<file path="config.mk">
export PLATFORM = sky130hd
export DESIGN_NAME = trigger_capture_unit
export DESIGN_NICKNAME = d
export VERILOG_FILES = /design/src/rtl/trigger_capture_unit.sv
export SDC_FILE = /design/constraint.sdc
export NUM_CORES = 1
export LEC_CHECK = 0
export BUFFER_PORTS_ARGS = -buffer_cell sky130_fd_sc_hd__clkbuf_2
export CORE_UTILIZATION = 40
export CTS_CLUSTER_DIAMETER = 80
export DETAILED_ROUTE_END_ITERATION = 16
export PLACE_DENSITY = 0.58
export SLEW_MARGIN = 30
export SYNTH_ARGS = -nofsm -noshare
export SYNTH_HDL_FRONTEND = slang
export SYNTH_SLANG_ARGS = --single-unit
</file>
<file path="constraint.sdc">
create_clock -name clk -period 2.5 [get_ports clk]
set_input_delay 0.125 -clock clk [delete_from_list [all_inputs] [get_ports clk]]
set_output_delay 0.125 -clock clk [all_outputs]
set_load 0.1 [all_outputs]
</file>
<file path="src/rtl/trigger_capture_unit.sv">
// Logic-analyzer trigger/capture stage: synchronizes probes, waits for a masked edge,
// then streams decimated samples into the sample FIFO. Define TRIGGER_SYNC3_EN for a 3-flop synchronizer.
module trigger_capture_unit #(
    parameter int unsigned SAMPLE_DIV = 4,
    parameter int unsigned DIV_WIDTH  = 16
) (
    input  logic       clk,
    input  logic       rst,
    input  logic       sync_rst,
    input  logic [2:0] trig_mask,
    input  logic [2:0] trig_pol,
    input  logic [2:0] probe_in,
    input  logic       fifo_wrfull,
    output logic       fifo_wrreq,
    output logic [2:0] fifo_data,
    output logic       armed,
    output logic       triggered
);

`ifdef TRIGGER_SYNC3_EN
    localparam int SYNC_STAGES = 3;
`else
    localparam int SYNC_STAGES = 2;
`endif
    localparam int CHAIN_W = 3 * SYNC_STAGES;
    localparam logic [DIV_WIDTH-1:0] DIV_LAST = DIV_WIDTH'(SAMPLE_DIV - 1);

    typedef enum logic [1:0] {
        ST_DISABLED,
        ST_ARMED,
        ST_CAPTURE,
        ST_DONE
    } state_t;

    state_t               state_q, state_d;
    logic [CHAIN_W-1:0]   sync_chain_q;
    logic [2:0]           prev_q;
    logic [DIV_WIDTH-1:0] div_q, div_d;
    logic                 wrreq_q, wrreq_d;
    logic [2:0]           data_q, data_d;
    logic                 armed_q, armed_d;
    logic                 trig_q, trig_d;

    logic [2:0] sync_val;
    logic [2:0] rise;
    logic [2:0] fall;
    logic [2:0] sel_edge;
    logic       hit;
    logic       wrap;

    // Newest sample enters at the low end; the oldest stage is the synchronized value.
    always_ff @(posedge clk or posedge rst) begin
        if (rst) begin
            sync_chain_q <= '0;
            prev_q       <= '0;
        end else begin
            sync_chain_q <= {sync_chain_q[CHAIN_W-4:0], probe_in};
            prev_q       <= sync_val;
        end
    end

    assign sync_val = sync_chain_q[CHAIN_W-1 -: 3];
    assign rise     = sync_val & ~prev_q;
    assign fall     = ~sync_val & prev_q;
    assign sel_edge = (trig_pol & rise) | (~trig_pol & fall);
    assign hit      = (trig_mask == 3'b000) || ((trig_mask & sel_edge) != 3'b000);
    assign wrap     = (div_q == DIV_LAST);

    always_comb begin
        state_d = state_q;
        div_d   = div_q;
        wrreq_d = 1'b0;
        data_d  = data_q;
        if (sync_rst) begin
            state_d = ST_DISABLED;
            div_d   = '0;
        end else begin
            case (state_q)
                ST_DISABLED: state_d = ST_ARMED;
                ST_ARMED: begin
                    if (hit) begin
                        state_d = ST_CAPTURE;
                        div_d   = '0;
                        wrreq_d = ~fifo_wrfull;
                        data_d  = sync_val;
                    end
                end
                ST_CAPTURE: begin
                    // A full FIFO ends the capture; a write due on this edge is dropped.
                    if (fifo_wrfull) begin
                        state_d = ST_DONE;
                        div_d   = '0;
                    end else begin
                        div_d = wrap ? '0 : div_q + DIV_WIDTH'(1);
                        if (wrap) begin
                            wrreq_d = 1'b1;
                            data_d  = sync_val;
                        end
                    end
                end
                ST_DONE: state_d = ST_DONE;
                default: state_d = ST_DISABLED;
            endcase
        end
        armed_d = (state_d == ST_ARMED);
        trig_d  = (state_d == ST_CAPTURE) || (state_d == ST_DONE);
    end

    always_ff @(posedge clk or posedge rst) begin
        if (rst) begin
            state_q <= ST_DISABLED;
            div_q   <= '0;
            wrreq_q <= 1'b0;
            data_q  <= 3'b000;
            armed_q <= 1'b0;
            trig_q  <= 1'b0;
        end else begin
            state_q <= state_d;
            div_q   <= div_d;
            wrreq_q <= wrreq_d;
            data_q  <= data_d;
            armed_q <= armed_d;
            trig_q  <= trig_d;
        end
    end

    assign fifo_wrreq = wrreq_q;
    assign fifo_data  = data_q;
    assign armed      = armed_q;
    assign triggered  = trig_q;

endmodule

</file>
==> metrics.txt <==
status finished, final reports clean; Clock transition at path regs ~0.070 ns; Crit Path Class flip-flop to flip-flop; min-delay src fifo_wrfull; Synth Warn # 0; ys flop type dfrtp_1; IO Pins 19; Finished Layout Cells 244; total track usage about 20%; Hold Path Sink fifo_wrreq; CP top delay family simple AND/OR/NAND/NOR gates; CP Launch Type flip-flop; Post-Syn Area per Cell a little over 10 um^2; Synth area leaders dfrtp_1, ha_1, o21ai_0; CTS tree done; hpwl dp approximately 2600 um; Placed Cells approximately 230; GPL Wtd Cong between 0.8 and 0.9; Post-synth EDFFs 0; CTS Buf Count 5; Sink Count 33; starting DRC count in detailed routing 94; Detail Route Antenna Nets 0; final setup fails 0; share of Yosys cell area claimed by the top area cell type 48.82%; postcts setup bufs 0; final core occ about 50%; FF-to-FF setup slack approximately 0.28 ns; Syn-to-layout area delta 17.01%; CTS Buffer Depth 2; Distinct cells, synth between 40 and 50; Via Count about 1400; VDD IR max 0.4154 mV; Ant. Diodes 0; register area share after synthesis 48.82%; Root Buffer clkbuf_8; crit end category flip-flop; Initial DRT Pass Iterations 4; Mapped Area approximately 1700 um^2; die height about 67 um; initial antenna violation count 0; Clock Skew roughly 0.0058 ns; worst path cell trace ha_1 > nor4b_1 > and4_1 > nor2_8 > nand2_2 > o41ai_1; initial core utilization between 40% and 50%; worst skew pair latency 0.28 ns; leading area contributor after synthesis dfrtp_1; full die area 4493 um^2; fill count 365; Min-Delay Path Class primary input to flip-flop; f_max roughly 0.45 GHz; Synth Instances approximately 170; largest net degree at the start of global routing 34; layout cells sized above 1 a little under a fifth; routed wire length about 3600 um; Resize count post-CTS 0; fin nets 212; vias per cell slightly below 6; r2r worst-path depth 6; setup tns final 0 ns; RSZ-0062 raised after global routing false; global route overflow 0; Critical Path Slowest Stage Cell dfrtp_1; Req. time, crit path 2.67 ns; Static Leak 0.8286 nW; area post-placement between 1500 and 2000 um^2; first-pass GRT wire length roughly 6500 um; design area ~2000 um^2; Syn Nets approximately 190; final hold viol count 0; post-route minimum period 2.223 ns; RR Endpoint div_q[12]; critical path arrival approximately 2.4 ns; Max Cap Viol 0; Die Span X 67.03 um; CP Max Fanout 13; htree depth 2; count of state elements after synthesis 33; Rows 23; Hold Path Cell Cnt 2; relative slew slack a little under two thirds; Reg2Reg Launch Point div_q[0]; post-route clock period utilization a little under 90%; Worst Tran Pin Value 0.5452 ns; Port-buffer cells 18; Critical path buffers and inverters 0; crit-path max cell delay approximately 0.43 ns; DRC viols 0; routed length per placed instance about 15 um; core area ~4000 um^2; Final Max Slew Viols 0; vias in the first global route between 1000 and 1500; async set or reset register ratio after synthesis 100.0%; PD cells 769.5 nW/um^2
==> per-layer routing <==
metal / vias up / part of all wire (%) / global-route usage, % / wire [um]
met1: 686 / 47 / 24.73 / 1680
met2: 36 / 46 / 31.87 / 1662
met5: - / 0 / 0 / 0
met4: 0 / 2.3 / 7.979 / 84
met3: 10 / 5.0 / 4.281 / 179
li1: 683 / - / - / -
==> stage by stage <==
stage          setup WS, ns  hold WS (ns)  power [mW]
4_1_cts              0.3099       0.05798       1.538
6_report             0.2771       0.06814       1.523
2_1_floorplan        0.6921        0.1564      0.9479
3_3_place_gp         0.4468        0.2178       1.020
5_1_grt              0.1744       0.08165       1.593
3_5_place_dp         0.3332        0.2357       1.031
==> area by class of cell <==
cell class              instances  area, um^2  share of cell area [%]
flip-flops and latches         33       825.8                   41.72
multi-input cells             121       804.5                   40.64
repair buffers                 23       137.6                   6.953
clock buffers                   5       68.82                   3.477
well taps                      50       62.56                   3.161
clock inverters                 3       46.29                   2.339
inverters                       9       33.78                   1.707
==> report_power, final <==
part | total [mW] | switching [mW] | internal, mW
Clock | 0.501 | 0.203 | 0.298
Sequential | 0.599 | 0.0228 | 0.576
Combinational | 0.423 | 0.335 | 0.0885
Total | 1.52 | 0.561 | 0.962
==> registers in the layout, indices dropped and copies added (netlist names) <==
signal	flops
prev_q	3
triggered	1
sync_chain_q	6
fifo_data	3
state_q	2
div_q	16
fifo_wrreq	1
armed	1
==> cell usage after synthesis (3+ instances only) <==
library cell,number
o21ai_0,15
nand2_1,7
nor4_1,4
a21oi_1,6
nand4_1,4
dfrtp_1,33
o41ai_1,4
nand3_1,11
inv_1,9
o22ai_1,4
nor2_1,9
ha_1,6
nor3_1,13
and4b_1,3
==> how the worst max path moves through the flow <==
stage	slack, ns	cells past startpoint	to	from
after global placement	0.45	6	div_q[12]	div_q[0]
final	0.28	6	div_q[12]	div_q[0]
after detailed placement	0.33	6	div_q[12]	div_q[0]
after global routing	0.17	5	fifo_wrreq	div_q[0]
after CTS	0.31	6	div_q[12]	div_q[0]
after floorplan	0.69	7	div_q[9]	div_q[0]
==> cells by family (layout without fill, tap and decap cells) <==
kind of cell,after synthesis,after routing,share of synthesized area (%)
buffers and inverters,12,40,3.624
flip-flops,33,33,48.82
multiplexers,3,3,1.997
adder cells (fa/ha/maj),6,6,4.438
AO/OA/AOI/OAI,40,40,14.72
AND/OR/NAND/NOR,72,72,26.41
==> cell usage in the layout (no fill, tap or decap), drive strengths merged <==
cell / count
a2111oi: 1
a211oi: 2
a21oi: 6
a22oi: 1
a31oi: 2
a41o: 1
and3: 1
and4: 1
and4b: 3
and4bb: 1
buf: 1
bufinv: 1
clkbuf: 23
clkinv: 1
clkinvlp: 1
dfrtp: 33
dlygate4sd3: 4
ha: 6
inv: 9
mux2: 3
nand2: 9
nand2b: 2
nand3: 11
nand4: 6
nand4b: 1
nor2: 11
nor2b: 1
nor3: 15
nor3b: 1
nor4: 4
nor4b: 2
o21a: 2
o21ai: 17
o22ai: 4
o41ai: 4
or3: 2
or4b: 1
==> what timing repair did <==
item,CTS,global route
setup endpoints to repair,0,0
hold buffers,4,0
hold endpoints to repair,36,0
Note: power is estimated with default switching activity, not from simulation.
